--- src/rtl/ids_bus_pkg.sv ---
// ids_bus_pkg: shared types, constants and address decode for the IDS shared bus
package ids_bus_pkg;
  localparam int BUS_XLEN = 32;
  localparam logic [31:0] DECERR_DATA = 32'hDEAD_BEEF;
  typedef struct packed {
    logic [BUS_XLEN-1:0] addr;
    logic                write;
    logic                read;
    logic [3:0]          size;
    logic [BUS_XLEN-1:0] din;
  } bus_cmd_t;
  function automatic logic addr_decode(input logic [BUS_XLEN-1:0] addr, base, mask);
    return (addr & mask) == base;
  endfunction
endpackage

--- src/rtl/ids_rr_arbiter.sv ---
// ids_rr_arbiter: round-robin arbiter, winner is first requester at or after rr_ptr
module ids_rr_arbiter #(
  parameter int N = 2,
  localparam int IW = N > 1 ? $clog2(N) : 1
) (
  input  logic          i_clk,
  input  logic          i_rst,
  input  logic [N-1:0]  i_req,
  output logic [N-1:0]  o_gnt,
  output logic [IW-1:0] o_idx
);
  logic [IW-1:0] rr_ptr;
  logic [IW-1:0] cand;
  always_comb begin
    o_idx = '0;
    cand = '0;
    for (int k = N - 1; k >= 0; k--) begin
      cand = IW'((int'(rr_ptr) + k) % N);
      if (i_req[cand]) o_idx = cand;
    end
    o_gnt = (i_rst || !(|i_req)) ? '0 : N'(1) << o_idx;
  end
  always_ff @(posedge i_clk)
    if (i_rst) rr_ptr <= '0;
    else if (|i_req) rr_ptr <= (int'(o_idx) == N - 1) ? '0 : o_idx + 1'b1;
endmodule

--- src/rtl/ids_bus_rr_xbar.sv ---
// ids_bus_rr_xbar: NM-master / NS-slave shared bus, round-robin grant, 1-cycle read return.
// IDS_BUS_DECERR_EN: unmapped accesses flag o_mst_err and read back DECERR_DATA.
module ids_bus_rr_xbar
  import ids_bus_pkg::*;
#(
  parameter int XLEN = 32,
  parameter int NM = 2,
  parameter int NS = 3,
  parameter logic [NS*XLEN-1:0] SLV_BASE = {NS{32'h0}},
  parameter logic [NS*XLEN-1:0] SLV_MASK = {NS{32'hFFFF_0000}}
) (
  input  logic               i_clk,
  input  logic               i_rst,
  input  logic [NM-1:0]      i_mst_req,
  output logic [NM-1:0]      o_mst_gnt,
  input  logic [NM*XLEN-1:0] i_mst_addr,
  input  logic [NM-1:0]      i_mst_write,
  input  logic [NM-1:0]      i_mst_read,
  input  logic [NM*4-1:0]    i_mst_size,
  input  logic [NM*XLEN-1:0] i_mst_din,
  output logic [XLEN-1:0]    o_mst_dout,
  output logic [NM-1:0]      o_mst_rvalid,
  output logic [NM-1:0]      o_mst_err,
  output logic [NS-1:0]      o_slv_sel,
  output logic [XLEN-1:0]    o_slv_addr,
  output logic               o_slv_write,
  output logic               o_slv_read,
  output logic [3:0]         o_slv_size,
  output logic [XLEN-1:0]    o_slv_din,
  input  logic [NS*XLEN-1:0] i_slv_dout
);
  localparam int MW = NM > 1 ? $clog2(NM) : 1;
  localparam int SW = NS > 1 ? $clog2(NS) : 1;
`ifdef IDS_BUS_DECERR_EN
  localparam logic [XLEN-1:0] MISS_DATA = XLEN'(DECERR_DATA);
  logic err_pend;
`else
  localparam logic [XLEN-1:0] MISS_DATA = '0;
`endif
  logic [MW-1:0] widx;
  logic          act;
  bus_cmd_t      cmd;
  logic [NS-1:0] hit;
  logic [SW-1:0] sidx;
  logic          mapped;
  logic          rd_pend;
  logic          rd_map;
  logic [MW-1:0] rd_mst;
  logic [SW-1:0] rd_slv;
  ids_rr_arbiter #(.N(NM)) u_arb (
    .i_clk (i_clk),
    .i_rst (i_rst),
    .i_req (i_mst_req),
    .o_gnt (o_mst_gnt),
    .o_idx (widx)
  );
  always_comb begin
    cmd.addr  = i_mst_addr[widx*XLEN +: XLEN];
    cmd.write = i_mst_write[widx];
    cmd.read  = i_mst_read[widx];
    cmd.size  = i_mst_size[widx*4 +: 4];
    cmd.din   = i_mst_din[widx*XLEN +: XLEN];
    act = |o_mst_gnt;
    hit = '0;
    sidx = '0;
    for (int s = NS - 1; s >= 0; s--) begin
      hit[s] = addr_decode(cmd.addr, SLV_BASE[s*XLEN +: XLEN], SLV_MASK[s*XLEN +: XLEN]);
      if (hit[s]) sidx = SW'(s);
    end
    mapped = |hit;
    // unmapped accesses are granted but never reach a slave
    o_slv_sel   = (act && mapped) ? NS'(1) << sidx : '0;
    o_slv_write = act && mapped && cmd.write;
    o_slv_read  = act && mapped && cmd.read && !cmd.write;
    o_slv_addr  = act ? cmd.addr : '0;
    o_slv_size  = act ? cmd.size : '0;
    o_slv_din   = act ? cmd.din : '0;
    o_mst_rvalid = (rd_pend && !i_rst) ? NM'(1) << rd_mst : '0;
    o_mst_dout = (!rd_pend || i_rst) ? '0 : rd_map ? i_slv_dout[rd_slv*XLEN +: XLEN] : MISS_DATA;
`ifdef IDS_BUS_DECERR_EN
    o_mst_err = (err_pend && !i_rst) ? NM'(1) << rd_mst : '0;
`else
    o_mst_err = '0;
`endif
  end
  always_ff @(posedge i_clk)
    if (i_rst) begin
      rd_pend <= 1'b0;
      rd_map  <= 1'b0;
      rd_mst  <= '0;
      rd_slv  <= '0;
`ifdef IDS_BUS_DECERR_EN
      err_pend <= 1'b0;
`endif
    end else begin
      rd_pend <= act && cmd.read && !cmd.write;
      rd_map  <= mapped;
      rd_mst  <= widx;
      rd_slv  <= sidx;
`ifdef IDS_BUS_DECERR_EN
      err_pend <= act && !mapped;
`endif
    end
endmodule

--- config.mk ---
export PLATFORM = sky130hd
export DESIGN_NAME = ids_bus_rr_xbar
export DESIGN_NICKNAME = d
export VERILOG_FILES = /design/src/rtl/ids_bus_pkg.sv /design/src/rtl/ids_rr_arbiter.sv /design/src/rtl/ids_bus_rr_xbar.sv
export SDC_FILE = /design/constraint.sdc
export NUM_CORES = 1
export LEC_CHECK = 0
export CORE_AREA = 2 2 138 140
export DETAILED_ROUTE_END_ITERATION = 10
export DIE_AREA = 0 0 140 142
export GPL_TIMING_DRIVEN = 0
export PLACE_DENSITY_LB_ADDON = 0.15
export SYNTH_ARGS = -nofsm -noshare
export SYNTH_HDL_FRONTEND = slang
export SYNTH_SLANG_ARGS = --single-unit
export TNS_END_PERCENT = 50
--- constraint.sdc ---
create_clock -name i_clk -period 1.54 [get_ports i_clk]
set_clock_uncertainty 0.15 [all_clocks]
set_input_delay 0.308 -clock i_clk [delete_from_list [all_inputs] [get_ports i_clk]]
set_output_delay 0.308 -clock i_clk [all_outputs]
set_load 0.02 [all_outputs]
# Yosys cells after proc, flatten, opt, wreduce, memory -nomap -nowiden

Cells that the tools add are included.

Register bits: 4
Bits of input ports: 240
Output and inout port bits: 111
Word-level logic and storage cells: 49

$add $sub $neg: 2
Magnitude comparators: 3
Shifts and indexed selects: 5
Multiplexer cells: 19
Reductions and logical operators: 16

Operators by type and width:

| kind                  | count |
|---|---|
| $mux W32              | 4 |
| $shiftx A64 B7 Y32    | 2 |
| $logic_not A32 Y1     | 1 |
| $mux W1               | 12 |
| $shiftx A8 B4 Y4      | 1 |
| $logic_and A1 B1 Y1   | 7 |
| $lt A1 B2 Y1 const B  | 3 |
| $logic_not A1 Y1      | 4 |
| $mux W2               | 2 |
| $mux W4               | 1 |
| $reduce_or A2 Y1      | 2 |
| $shl A1 B1 Y2 const A | 2 |
| $add A1 B1 Y1 const B | 2 |
| $logic_or A1 B1 Y1    | 2 |

# Logic depth before layout (Yosys ltp)

Depth in word-level cells: 11
Mapped depth: 5
Depth with buffers taken out: 3

# Cells and area by module

From an unflattened synthesis, not the netlist that was laid out.

Cell total of the unflattened synthesis: 232
Area, all modules: 1,561.5 µm²

By module, submodules not included:

| module          | times used | cells each | area an instance (µm²) | seq. area each (µm²) |
|---|---|---|---|---|
| ids_bus_rr_xbar | 1          | 224        | 1,497.7                | 60.1 |
| ids_rr_arbiter  | 1          | 8          | 63.8                   | 20.0 |

# Worst setup path before layout

No wires, ideal clock.

Path kind: reg2out
From: register u_arb.rr_ptr
To: output o_slv_din[23]
Arrival time: 1.243 ns
Required time: 1.082 ns
Slack: -0.161 ns
Cell stages (with the launch flop): 6
Buffers on the path: 2
Cells stage by stage: dfxtp_1 -> and2b_1 -> buf_4 -> buf_6 -> o21ai_0 -> a21oi_1

Cells in the longest elaborated chain, start to end: 9
Elaborated cells between the ends (all ways): 12
Those cells by class: add/sub (1); shift (2); mux (8); reduce/logical (1)

RTL lines:

| item                                                                       | RTL line              | RTL |
|---|---|---|
| start, declared                                                            | ids_rr_arbiter.sv:12  | `logic [IW-1:0] rr_ptr;` |
| start signal, assigned                                                     | ids_rr_arbiter.sv:25  | `else if (\|i_req) rr_ptr <= (int'(o_idx) == N - 1) ? '0 : o_idx + 1'b1;` |
| $add A1 B1 Y1                                                              | ids_rr_arbiter.sv:18  | `cand = IW'((int'(rr_ptr) + k) % N);` |
| $mux W1 (implied by the code) (2 in a row)                                 | ids_rr_arbiter.sv:19  | `if (i_req[cand]) o_idx = cand;` |
| $mux W1                                                                    | ids_rr_arbiter.sv:19  |  |
| $mux W1 (*)                                                                | ids_rr_arbiter.sv:19  |  |
| parallel branches: the longest is 3 deep, another holds $shiftx A64 B7 Y32 | --                    |  |
| $mux W32 (*)                                                               | ids_bus_rr_xbar.sv:77 | `o_slv_din = act ? cmd.din : '0;` |
| end, declared                                                              | ids_bus_rr_xbar.sv:29 | `output logic [XLEN-1:0] o_slv_din,` |

Every way passes the cells marked *. The select of a mux whose other input is x is not followed.

# Worst setup path after layout

From: register u_arb.rr_ptr
To: output o_slv_din[29]

The elaborated chain is that of the path after synthesis.

==> flow_metrics.py <==
metrics = {
    "clock_tree": {
        "clkSlewWorstSetupHoldPaths_ps": 30,
        "cts_tree": "done",
        "clkLatencyLatePin_ps": 220,
        "holdBufCountCts": 0,
        "root_buffer": "clkbuf_16",
        "cts_htree_levels": 1,
        "clock_sinks": 4,
        "cts_buffers": 3,
        "cts_max_path_buffers": 2,
    },
    "global_routing": {
        "grt_max_degree": 11,
        "overflow": 0,
        "grt_pass1_wl_um": 21100,
        "grt_pass1_vias": 3752,
        "grt_usage_pct": 13.3,
        "grt_antenna_before_repair": 0,
    },
    "hold_path": {
        "worst_hold_path_type": "in -> reg",
        "min_from": "i_rst",
        "hold-path-cell-count": 2,
        "hold_end": "u_arb.rr_ptr",
    },
    "synthesis": {
        "synth-compound-area-share_pct": 43.3,
        "synthCells": 323,
        "synth_seq_area_share_pct": 4.52,
        "synth_area_leaders": "a21oi_1 20%, nand3_1 20%, o21ai_0 16%",
        "synth_top_area_share_pct": 19.8,
        "synth_seq_cells": 4,
        "synth_ff_type": "dfxtp_1",
        "synth_edf_count": 0,
        "async_flop_share_pct": 0,
        "yosys_warnings": 0,
        "yosysTopAreaCell": "a21oi_1",
        "synthMuxAreaShare_pct": 0,
        "synth_top_family_by_area": "compound AO/OA/AOI/OAI gates",
        "synth_fa_ha_area_share_pct": 0,
        "synth-xor-area-share_pct": 0,
        "ys_top_cells_by_count": "70 x a21oi_1, 70 x nand3_1, 58 x o21ai_0",
        "yosys.area_share.simple_pct": 38.2,
        "synth_area_um2": 1770,
        "synth_area_per_cell_um2": 5.48,
        "synth.distinct_cells": 25,
    },
    "power": {
        "ir_drop_mv": 0.228,
        "totalPowerFinal_w": 0.00203,
        "leakage_nw": 2.27,
        "p_per_area_nw_per_um2": 359,
    },
    "cells_and_area": {
        "area_growth_pct": 220,
        "drive_gt1_share_pct": 46.7,
        "n_antenna_cell": 0,
        "utilization_pct": 30.7,
        "nets": 872,
        "fin_cells": 864,
    },
    "sta": {
        "slew_viol_final": 0,
        "fin_ws_ps": -450,
        "fin_crit_sh_pct": 129,
        "finalCriticalPeriod_ps": 1990,
        "rsz0062_at_grt": "true",
        "setup_viol": 103,
        "max_freq_mhz": 502,
        "finalHoldViolCount": 0,
    },
    "critical_path": {
        "crit_path_start": "u_arb.rr_ptr",
        "worstReg2RegEnd": "rd_map",
        "crit_path_end_kind": "output port",
        "worst-path-max-fanout": 6,
        "setup.worst_path.class": "reg -> out",
        "crit_chain": "and2b_4, buf_8, buf_8, buf_8, o21ai_1, a21oi_2, buf_4",
        "critPathSlowestCell": "dfxtp_2",
        "r2r.worst_path.cells": 7,
        "cp-start-kind": "flop",
        "crit_family": "buffers and inverters",
        "r2r_start": "u_arb.rr_ptr",
        "critPathArrivalTime_ps": 1530,
        "worstPathRequired_ps": 1080,
        "reg2reg_slack_ps": 40,
        "path_buf_inv": 4,
        "crit_path_frequent_cell": "buf_8",
        "critPathMaxStageDelay_ps": 330,
    },
    "job": {
        "drv_cap": 0,
    },
    "drt": {
        "drtIter0Drc": 169,
        "dr.pass1.iters": 9,
        "num_vias": 3728,
        "ant_nets": 0,
        "drc_errors": 25,
        "viasPerCell": 4.31,
        "wirelength_um": 14500,
        "wl_per_cell_um": 16.7,
    },
    "placement": {
        "gp_congestion": 0.858,
        "dp_hpwl_um": 11500,
        "dp.cells": 842,
        "portBuffers": 282,
    },
    "die": {
        "start_util_pct": 9.59,
        "coreArea_um2": 18500,
        "fp.dieW_um": 140,
        "die-area_um2": 19900,
        "rows": 50,
        "die_y_um": 142,
        "io_pins": 351,
    },
    "run_status": {
        "status": "finished with violations",
        "violations": "DRC, setup timing",
    },
}
layer usage:
metal	GRT usage, %	wire length (um)
met1	15.1	5470
met2	25.4	7540
met3	3.50	1280
met4	1.91	161
met5	0	0
layout by cell type, fill, tap and decap left out, types with 5 or more instances in the layout:
cell and count:
o21ai_1 39, buf_2 15, nor4_4 6, a21oi_4 5, a21oi_2 32, clkbuf_8 6
buf_6 68, o21ai_0 24, buf_4 73, and2_4 24, clkdlybuf4s50_1 140, and2_1 8
clkbuf_2 19, a21oi_1 33, o21ai_2 6, buf_8 8, nand3_1 68
worst max path at each step:
stage                    endpoint  depth (start not counted)
floorplan              o_slv_read                          3
global placement     o_slv_sel[0]                          5
detailed placement   o_slv_sel[0]                          5
CTS                 o_slv_din[13]                          5
global route        o_slv_din[25]                          7
finish              o_slv_din[29]                          7
layout make-up:
type	instances	area, um^2
multi-input combinational	272	1910
clock buffer	3	75.1
tap	234	293
fill	1980	12800
inverter	6	25.0
buffer	44	417
timing repair buffer	301	2870
sequential	4	82.6
where the power goes:
group	internal, W	switching (W)	total (W)
Combinational	0.000806	0.000713	0.00152
Clock	0.000332	0.0000717	0.000403
Sequential	0.000110	0.00000280	0.000112
Total	0.00125	0.000787	0.00203
registers in the layout, indices dropped and copies added, names as in the netlist:
register      flops
rd_map            1
rd_mst            1
rd_pend           1
u_arb.rr_ptr      1
cell families (layout without fill, tap and decap cells):
group / Yosys count / in the layout
compound gates: 146 / 146
simple gates: 122 / 122
buf+inv: 50 / 354
flops: 4 / 4
other cells: 1 / 4
through the flow:
step	setup WS (ps)	area, um^2	hold slack (ps)	TNS, ps
after floorplan	-126	2050	227	-4740
final	-450	5660	180	-31420
after global placement	-1560	5160	310	-140910
after detailed placement	-1550	5160	317	-142420
after CTS	-542	5540	175	-38720
after global routing	-500	5660	211	-38100
what timing repair did:
action	4_1_cts	5_1_grt
setup endpoints to repair	110	107
resized for setup	689	199
pin swaps	35	51
buffers inserted	9	7
cloned	3	0
(Power assumes the default switching activity.)
